`config.mk`:
```
export PLATFORM = sky130hd
export DESIGN_NAME = ram_seq_reader
export DESIGN_NICKNAME = d
export VERILOG_FILES = /design/src/rtl/ram_seq_reader.sv
export SDC_FILE = /design/constraint.sdc
export NUM_CORES = 1
export LEC_CHECK = 0
export ABC_AREA = 1
export CAP_MARGIN = 20
export CORE_UTILIZATION = 40
export DETAILED_ROUTE_END_ITERATION = 8
export MAX_ROUTING_LAYER = met4
export PLACE_DENSITY = 0.81
export SYNTH_ARGS = -nofsm -noshare
export SYNTH_HDL_FRONTEND = slang
export SYNTH_SLANG_ARGS = --single-unit
export TNS_END_PERCENT = 10
```
`constraint.sdc`:
```
create_clock -name clk -period 3.8 [get_ports clk]
set_clock_uncertainty 0.15 [all_clocks]
set_input_delay 0.76 -clock clk [delete_from_list [all_inputs] [get_ports clk]]
set_output_delay 0.76 -clock clk [all_outputs]
set_load 0.01 [all_outputs]
```
`src/rtl/ram_seq_reader.sv`:
```
// Walks a synchronous single-port RAM from a latched base/count/stride and
// streams each word out over a valid/ready interface.
module ram_seq_reader #(
   parameter int unsigned DATA_W = 32,
   parameter int unsigned ADDR_W = 4,
   parameter int unsigned RD_LAT = 2
) (
   input  logic              clk,
   input  logic              rst,
   input  logic              start,
   input  logic [ADDR_W-1:0] base_addr,
   input  logic [ADDR_W:0]   count,
   input  logic [ADDR_W-1:0] stride,
   output logic [ADDR_W-1:0] mem_addr,
   input  logic [DATA_W-1:0] mem_rdata,
   output logic [DATA_W-1:0] out_data,
   output logic              out_valid,
   input  logic              out_ready,
   output logic [ADDR_W:0]   out_index,
   output logic              busy,
   output logic              done
);

   localparam int unsigned CNT_W  = ADDR_W + 1;
   localparam int unsigned WAIT_W = (RD_LAT > 1) ? $clog2(RD_LAT) : 1;

   typedef enum logic [2:0] {
      S_IDLE,
      S_ISSUE,
      S_WAIT,
      S_PRESENT,
      S_DONE
   } state_t;

   state_t              r_state,     w_state_nxt;
   logic [ADDR_W-1:0]   r_cur_addr,  w_cur_addr_nxt;
   logic [CNT_W-1:0]    r_count,     w_count_nxt;
   logic [ADDR_W-1:0]   r_stride,    w_stride_nxt;
   logic [CNT_W-1:0]    r_idx,       w_idx_nxt;
   logic [WAIT_W-1:0]   r_wait,      w_wait_nxt;
   logic [ADDR_W-1:0]   r_mem_addr,  w_mem_addr_nxt;
   logic [DATA_W-1:0]   r_out_data,  w_out_data_nxt;
   logic                r_out_valid, w_out_valid_nxt;
   logic [CNT_W-1:0]    r_out_index, w_out_index_nxt;
   logic                r_busy,      w_busy_nxt;
   logic                r_done,      w_done_nxt;

   // State and datapath registers; reset clears every output.
   always_ff @(posedge clk) begin
      if (rst) begin
         r_state     <= S_IDLE;
         r_cur_addr  <= '0;
         r_count     <= '0;
         r_stride    <= '0;
         r_idx       <= '0;
         r_wait      <= '0;
         r_mem_addr  <= '0;
         r_out_data  <= '0;
         r_out_valid <= 1'b0;
         r_out_index <= '0;
         r_busy      <= 1'b0;
         r_done      <= 1'b0;
      end else begin
         r_state     <= w_state_nxt;
         r_cur_addr  <= w_cur_addr_nxt;
         r_count     <= w_count_nxt;
         r_stride    <= w_stride_nxt;
         r_idx       <= w_idx_nxt;
         r_wait      <= w_wait_nxt;
         r_mem_addr  <= w_mem_addr_nxt;
         r_out_data  <= w_out_data_nxt;
         r_out_valid <= w_out_valid_nxt;
         r_out_index <= w_out_index_nxt;
         r_busy      <= w_busy_nxt;
         r_done      <= w_done_nxt;
      end
   end

   // Next-state and next-output logic; everything holds unless a state acts.
   always_comb begin
      w_state_nxt     = r_state;
      w_cur_addr_nxt  = r_cur_addr;
      w_count_nxt     = r_count;
      w_stride_nxt    = r_stride;
      w_idx_nxt       = r_idx;
      w_wait_nxt      = r_wait;
      w_mem_addr_nxt  = r_mem_addr;
      w_out_data_nxt  = r_out_data;
      w_out_valid_nxt = r_out_valid;
      w_out_index_nxt = r_out_index;
      w_busy_nxt      = r_busy;
      w_done_nxt      = r_done;

      case (r_state)
         S_IDLE, S_DONE: begin
            if (start) begin
               w_cur_addr_nxt = base_addr;
               w_count_nxt    = count;
               w_stride_nxt   = stride;
               w_idx_nxt      = '0;
               w_done_nxt     = 1'b0;
               if (count == '0) begin
                  // Empty request completes immediately without ever going busy.
                  w_state_nxt = S_DONE;
                  w_done_nxt  = 1'b1;
               end else begin
                  w_busy_nxt  = 1'b1;
                  w_state_nxt = S_ISSUE;
               end
            end
         end

         S_ISSUE: begin
            w_mem_addr_nxt = r_cur_addr;
            w_wait_nxt     = WAIT_W'(RD_LAT - 1);
            w_state_nxt    = S_WAIT;
         end

         S_WAIT: begin
            if (r_wait == '0) begin
               w_out_data_nxt  = mem_rdata;
               w_out_index_nxt = r_idx;
               w_out_valid_nxt = 1'b1;
               w_state_nxt     = S_PRESENT;
            end else begin
               w_wait_nxt = r_wait - WAIT_W'(1);
            end
         end

         S_PRESENT: begin
            if (r_out_valid && out_ready) begin
               w_out_valid_nxt = 1'b0;
               w_idx_nxt       = r_idx + CNT_W'(1);
               w_cur_addr_nxt  = r_cur_addr + r_stride;
               if ((r_idx + CNT_W'(1)) == r_count) begin
                  w_state_nxt = S_DONE;
                  w_busy_nxt  = 1'b0;
                  w_done_nxt  = 1'b1;
               end else begin
                  w_state_nxt = S_ISSUE;
               end
            end
         end

         default: begin
            w_state_nxt = S_IDLE;
         end
      endcase
   end

   assign mem_addr  = r_mem_addr;
   assign out_data  = r_out_data;
   assign out_valid = r_out_valid;
   assign out_index = r_out_index;
   assign busy      = r_busy;
   assign done      = r_done;

endmodule

```
==> out/metrics.yaml <==
logic_synthesis:
  synth.largest_area_cell: "dfxtp_1"
  synth_compound_area_share_pct: 16.1
  syn_area_per_cell_um2: 7.62
  synth_fa_ha_area_share_pct: 2.52
  synth_mux_area_share_pct: 0
  synth_flop_cell: "dfxtp_1"
  synthesis.area_um2: 2780
  async_flop_share_pct: 0
  ys_types: 33
  synth_seq_area_share_pct: 47.6
  yosysWarnings: 0
  synth-edff-count: 0
  syn_inst: 364
  ys_seq_elements: 66
  synth-xor-area-share_pct: 0.631
  synth_area_leaders: "dfxtp_1 48%, nor2_1 12%, o21ai_0 8.5%"
  yosys.area.top_type_share_pct: 47.6
  synth_nets: 418
  synth_top_family_by_area: "simple AND/OR/NAND/NOR gates"
  yosys.area_share.simple_pct: 25.6
critical_path:
  critPathMaxFanout: 43
  path_class: "flip-flop to flip-flop"
  worst_path_most_repeated_cell: "nor2_1"
  startpoint_type: "flip-flop"
  slowest_delay_ps: 530
  path_cells: "inv_2, nand2_2, nor2_1, inv_1, nor2_4, buf_4, inv_1, nor2_1, nor2_1"
  arrival_ps: 2450
  crit_required_ps: 3870
  crit_slowest_cell: "inv_1"
  endpoint_kind: "flip-flop"
clocking:
  cts_max_path_buffers: 2
  clk_pin_slew_ps: 70
  numCtsBuffers: 9
  h-tree-depth: 3
  clockRootBuffer: "clkbuf_8"
  postCtsResizedCells: 0
  cts_setup_buffers: 0
  cts_hold_buf: 0
  clk-insertion-delay-late_ps: 330
  cts_tree: "yes"
  clock_sinks: 66
timing:
  finalMaxSlewViolations: 0
  setup_violations: 0
  max_slew_margin_pct: 33.8
  tns_ps: 0
  max_freq_ghz: 0.421
  fin_ws_ps: 1420
  worst_pin_slew_ps: 992
  hold_viol: 0
  min_period_over_period_pct: 62.5
  rsz0062_at_grt: "false"
  fin_crit_ps: 2380
drt:
  routed_wl_um: 6940
  drt_pass1_iterations: 4
  post-route-drc-count: 0
  dr_total_vias: 2648
  drtIter0Drc: 133
  antenna_left: 0
  viasPerCell: 4.96
  wire_per_inst_um: 13.0
global_routing:
  grt_max_degree: 52
  grt_pass1_vias: 2526
  grt_usage_pct: 20.7
  antenna_found_initial: 0
  gr-total-overflow: 0
  grt_pass1_wl_um: 11500
cells_and_area:
  nNetsFinal: 506
  layout_common_cells: "92 x clkdlybuf4s50_1, 90 x nor2_1, 66 x dfxtp_1, 47 x o21ai_0, 46 x nand2_1"
  final_common_cell: "clkdlybuf4s50_1"
  final_area_um2: 3920
  syn_to_final_growth_pct: 41.1
  fill_cells: 590
  multi_input_area_um2: 1240
  drive_gt1_share_pct: 8.10
  register_area_um2: 1320
  antennaDiodeCount: 0
placement:
  dpl_cell_area_um2: 3720
  routabilityCongestion: 0.917
  place_ws_ps: 1220
  portBuffers: 92
  dp_hpwl_um: 4740
floorplan:
  ioPinCount: 93
  fp.coreArea_um2: 6530
  chipHeight_um: 85.3
  die_w_um: 85.3
  rows: 29
  dieArea_um2: 7280
  initial_core_util_pct: 42.5
pwr:
  power.density_nw_per_um2: 670
  ir_worst_vdd_mv: 0.325
  leakage_nw: 1.61
status:
  outcome: "finished clean"
worst_hold_path:
  min_path_type: "flip-flop to flip-flop"
run:
  cap_violations: 0
-- layout make-up --
cell class	count	share of cell area [%]
Tap cell	77	2.46
Timing Repair Buffer	94	23.9
Clock buffer	9	3.16
Sequential cell	66	33.7
Multi-Input combinational cell	252	31.8
Clock inverter	7	1.79
Inverter	29	3.19
-- layer usage --
| layer | global-route usage [%] | up-vias | share of wire (%) |
|---|---|---|---|
| li1 | - | 1350 | - |
| met4 | 6.06 | 0 | 1.3 |
| met3 | 8.66 | 10 | 7.3 |
| met2 | 33.7 | 93 | 49 |
| met5 | - | - | 0 |
| met1 | 23.2 | 1195 | 43 |
-- cells by family after synthesis --
kind of cell,after synthesis
buf+inv,46
simple gates,163
xor+xnor,2
compound gates,82
fa+ha+maj,5
flops,66
-- worst paths after layout --
kind                    start           end  slack [ps]  cells past startpoint
hold / removal    mem_addr[0]   mem_addr[0]         320                      2
setup / recovery   r_state[2]  out_data[28]        1420                      9
setup reg to reg   r_state[2]  out_data[28]        1420                      9
hold reg to reg   mem_addr[0]   mem_addr[0]         320                      2
-- synthesized netlist by cell type, types with 2 or more instances --
cell / n
clkbuf_1: 9
a211oi_1: 3
nor2_4: 2
buf_6: 2
nand2_1: 46
inv_1: 23
nand4_1: 3
nand2_2: 3
a21oi_1: 20
nor2_1: 90
a21oi_2: 3
o21ai_0: 47
buf_2: 4
ha_1: 4
a31oi_1: 4
dfxtp_1: 66
nand3_1: 13
inv_2: 4
o21ai_1: 3
nand3_4: 2
-- where the power goes --
group | leakage, nW | internal (mW) | switching [mW] | total (mW)
registers | 0.539 | 0.895 | 0.126 | 1.02
logic | 0.973 | 0.480 | 0.540 | 1.02
clock network | 0.0990 | 0.302 | 0.280 | 0.582
-- worst max-delay path, delay by kind of cell, from the launching register on --
| kind | cells | cell delay [ps] |
|---|---|---|
| flip-flops | 1 | 330 |
| AND/OR/NAND/NOR | 5 | 660 |
| buffers and inverters | 4 | 1110 |
-- registers in the layout (all words and copies together), names as in the netlist --
| register | cells |
|---|---|
| done | 1 |
| mem_addr | 4 |
| r_stride | 4 |
| r_state | 3 |
| r_wait | 1 |
| r_cur_addr | 4 |
| r_idx | 5 |
| out_valid | 1 |
| r_count | 5 |
| out_data | 32 |
| out_index | 5 |
| busy | 1 |
-- through the flow --
stage	util, %	instances	hold WS, ps	total power [mW]
CTS	60.0	534	319	2.65
detailed placement	57.0	518	307	2.05
finish	60.0	534	318	2.62
global placement	57.0	518	300	2.02
floorplan	-	364	294	1.62
global route	60.0	534	348	2.82
(Power assumes the default switching activity.)
==> patch, RTL diff (same flow settings) <==
The 5 states of `state_t` get a one-hot encoding in 5 bits.
--- a/src/rtl/ram_seq_reader.sv
+++ b/src/rtl/ram_seq_reader.sv
@@ -24,12 +24,12 @@
    localparam int unsigned CNT_W  = ADDR_W + 1;
    localparam int unsigned WAIT_W = (RD_LAT > 1) ? $clog2(RD_LAT) : 1;
 
-   typedef enum logic [2:0] {
-      S_IDLE,
-      S_ISSUE,
-      S_WAIT,
-      S_PRESENT,
-      S_DONE
+   typedef enum logic [4:0] {
+      S_IDLE    = 5'b00001,
+      S_ISSUE   = 5'b00010,
+      S_WAIT    = 5'b00100,
+      S_PRESENT = 5'b01000,
+      S_DONE    = 5'b10000
    } state_t;
 
    state_t              r_state,     w_state_nxt;
Behaviour: no difference found for any inputs over 10 cycles, from zero or initial values and one cycle with rst high; not proved beyond that.
==> patch against the original RTL <==
Area after synthesis is 3.3% higher. Setup slack better by 0.22 ns. Critical path type is now reg -> out. Maximum frequency increased by 10%. Final area is 3.4% higher. Register-to-register slack better by 0.26 ns. Wire length rose by 4.3%. Sequential cell count rose by 2.
Power is not compared: it rests on default switching activity, and its combinational part moved more than twofold at a synthesized area within 25%.
==> patch: results (changes against the original RTL) <==
status: "complete, no violations"
portBuffers: 92  # unchanged
cpPeakStageDelay_ns: 0.58  # +0.05 ns
place_hpwl_um: 5050  # +6.6%
fillers: 613  # +3.9%
drt_iter0_drc: 204  # +53%
critPathTopFamily: "buffers and inverters"
swShare_pct: 29.9
cts-resized-gates: 0  # unchanged
synthTopCellsByArea: "dfxtp_1 47%, nand2_1 11%, a21oi_1 11%"
grt.total_usage_pct: 21.1  # +0.45 points
crit_path_max_fanout: 2  # -95%
placed_area_um2: 3840  # +3.1%
synth_cell_types: 27  # -18%
ys_seq_area_share_pct: 47.5  # -0.12 points
synth_ff_type: "dfxtp_1"
relSlewSlack_pct: 65.6  # +32 points
drive_gt1_share_pct: 6.57  # -1.5 points
gp_congestion: 0.862  # -6.0%
grt_pass1_wl_um: 12000  # +5.2%
rr_worst_depth: 8  # -1
cp.arrival_ns: 1.25  # -1.20 ns
synth_commonest_cells: "84 x nand2_1, 68 x dfxtp_1, 61 x a21oi_1"
synthesis.nets: 438  # +4.8%
cp_slowest_cell: "clkdlybuf4s50_1"
synth_top_area_share_pct: 47.5  # -0.12 points
ys_async_sr_fraction_pct: 0  # unchanged
grt_max_degree: 49  # -5.8%
vias: 2852  # +7.7%
wl_per_cell_um: 12.7  # -1.9%
==> patch: final timing paths <==
check / from / endpoint / slack [ns]
setup / recovery: out_index[3]$_SDFFE_PP0P_ / out_index[3] / 1.64
hold reg to reg: mem_addr[1]$_SDFFE_PP0P_ / mem_addr[1]$_SDFFE_PP0P_ / 0.30
hold / removal: mem_addr[1]$_SDFFE_PP0P_ / mem_addr[1]$_SDFFE_PP0P_ / 0.30
setup reg to reg: r_state[0]$_SDFFE_PP1P_ / r_cur_addr[1]$_SDFFE_PP0P_ / 1.68
==> patch: cells by family (layout without fill, tap and decap cells) <==
| logic type | after synthesis | in the layout | share of synthesized area [%] |
|---|---|---|---|
| simple gates | 166 | 166 | 25.9 |
| buf+inv | 55 | 143 | 7.73 |
| compound gates | 87 | 87 | 15.5 |
| fa+ha+maj | 5 | 5 | 2.44 |
| flops | 68 | 68 | 47.5 |
| xor+xnor | 3 | 3 | 0.917 |
==> patch: metrics by stage <==
stage / hold slack [ns] / std cells / setup WS [ns] / utilization [%]
detailed placement: 0.292 / 553 / 1.35 / 55.9
floorplan: 0.294 / 384 / 2.14 / -
CTS: 0.303 / 568 / 1.64 / 59.0
finish: 0.300 / 568 / 1.64 / 59.0
global route: 0.323 / 568 / 1.45 / 59.0
global placement: 0.287 / 553 / 1.41 / 55.9
==> patch: final cells by class <==
cell class	count	area, um2	area share, %
Tap cell	96	120	2.97
Clock inverter	6	88.8	2.19
Multi-Input combinational cell	261	1290	31.9
Sequential cell	68	1360	33.6
Inverter	32	120	2.97
Timing Repair Buffer	96	946	23.4
Clock buffer	9	124	3.06
==> patch: metal layers <==
layer,vias up,GRT usage [%],share of wire [%]
li1,1431,-,-
met1,1315,23.7,43
met2,85,36.1,50
met3,21,3.05,3.9
met4,0,12.0,3.1
met5,-,-,0
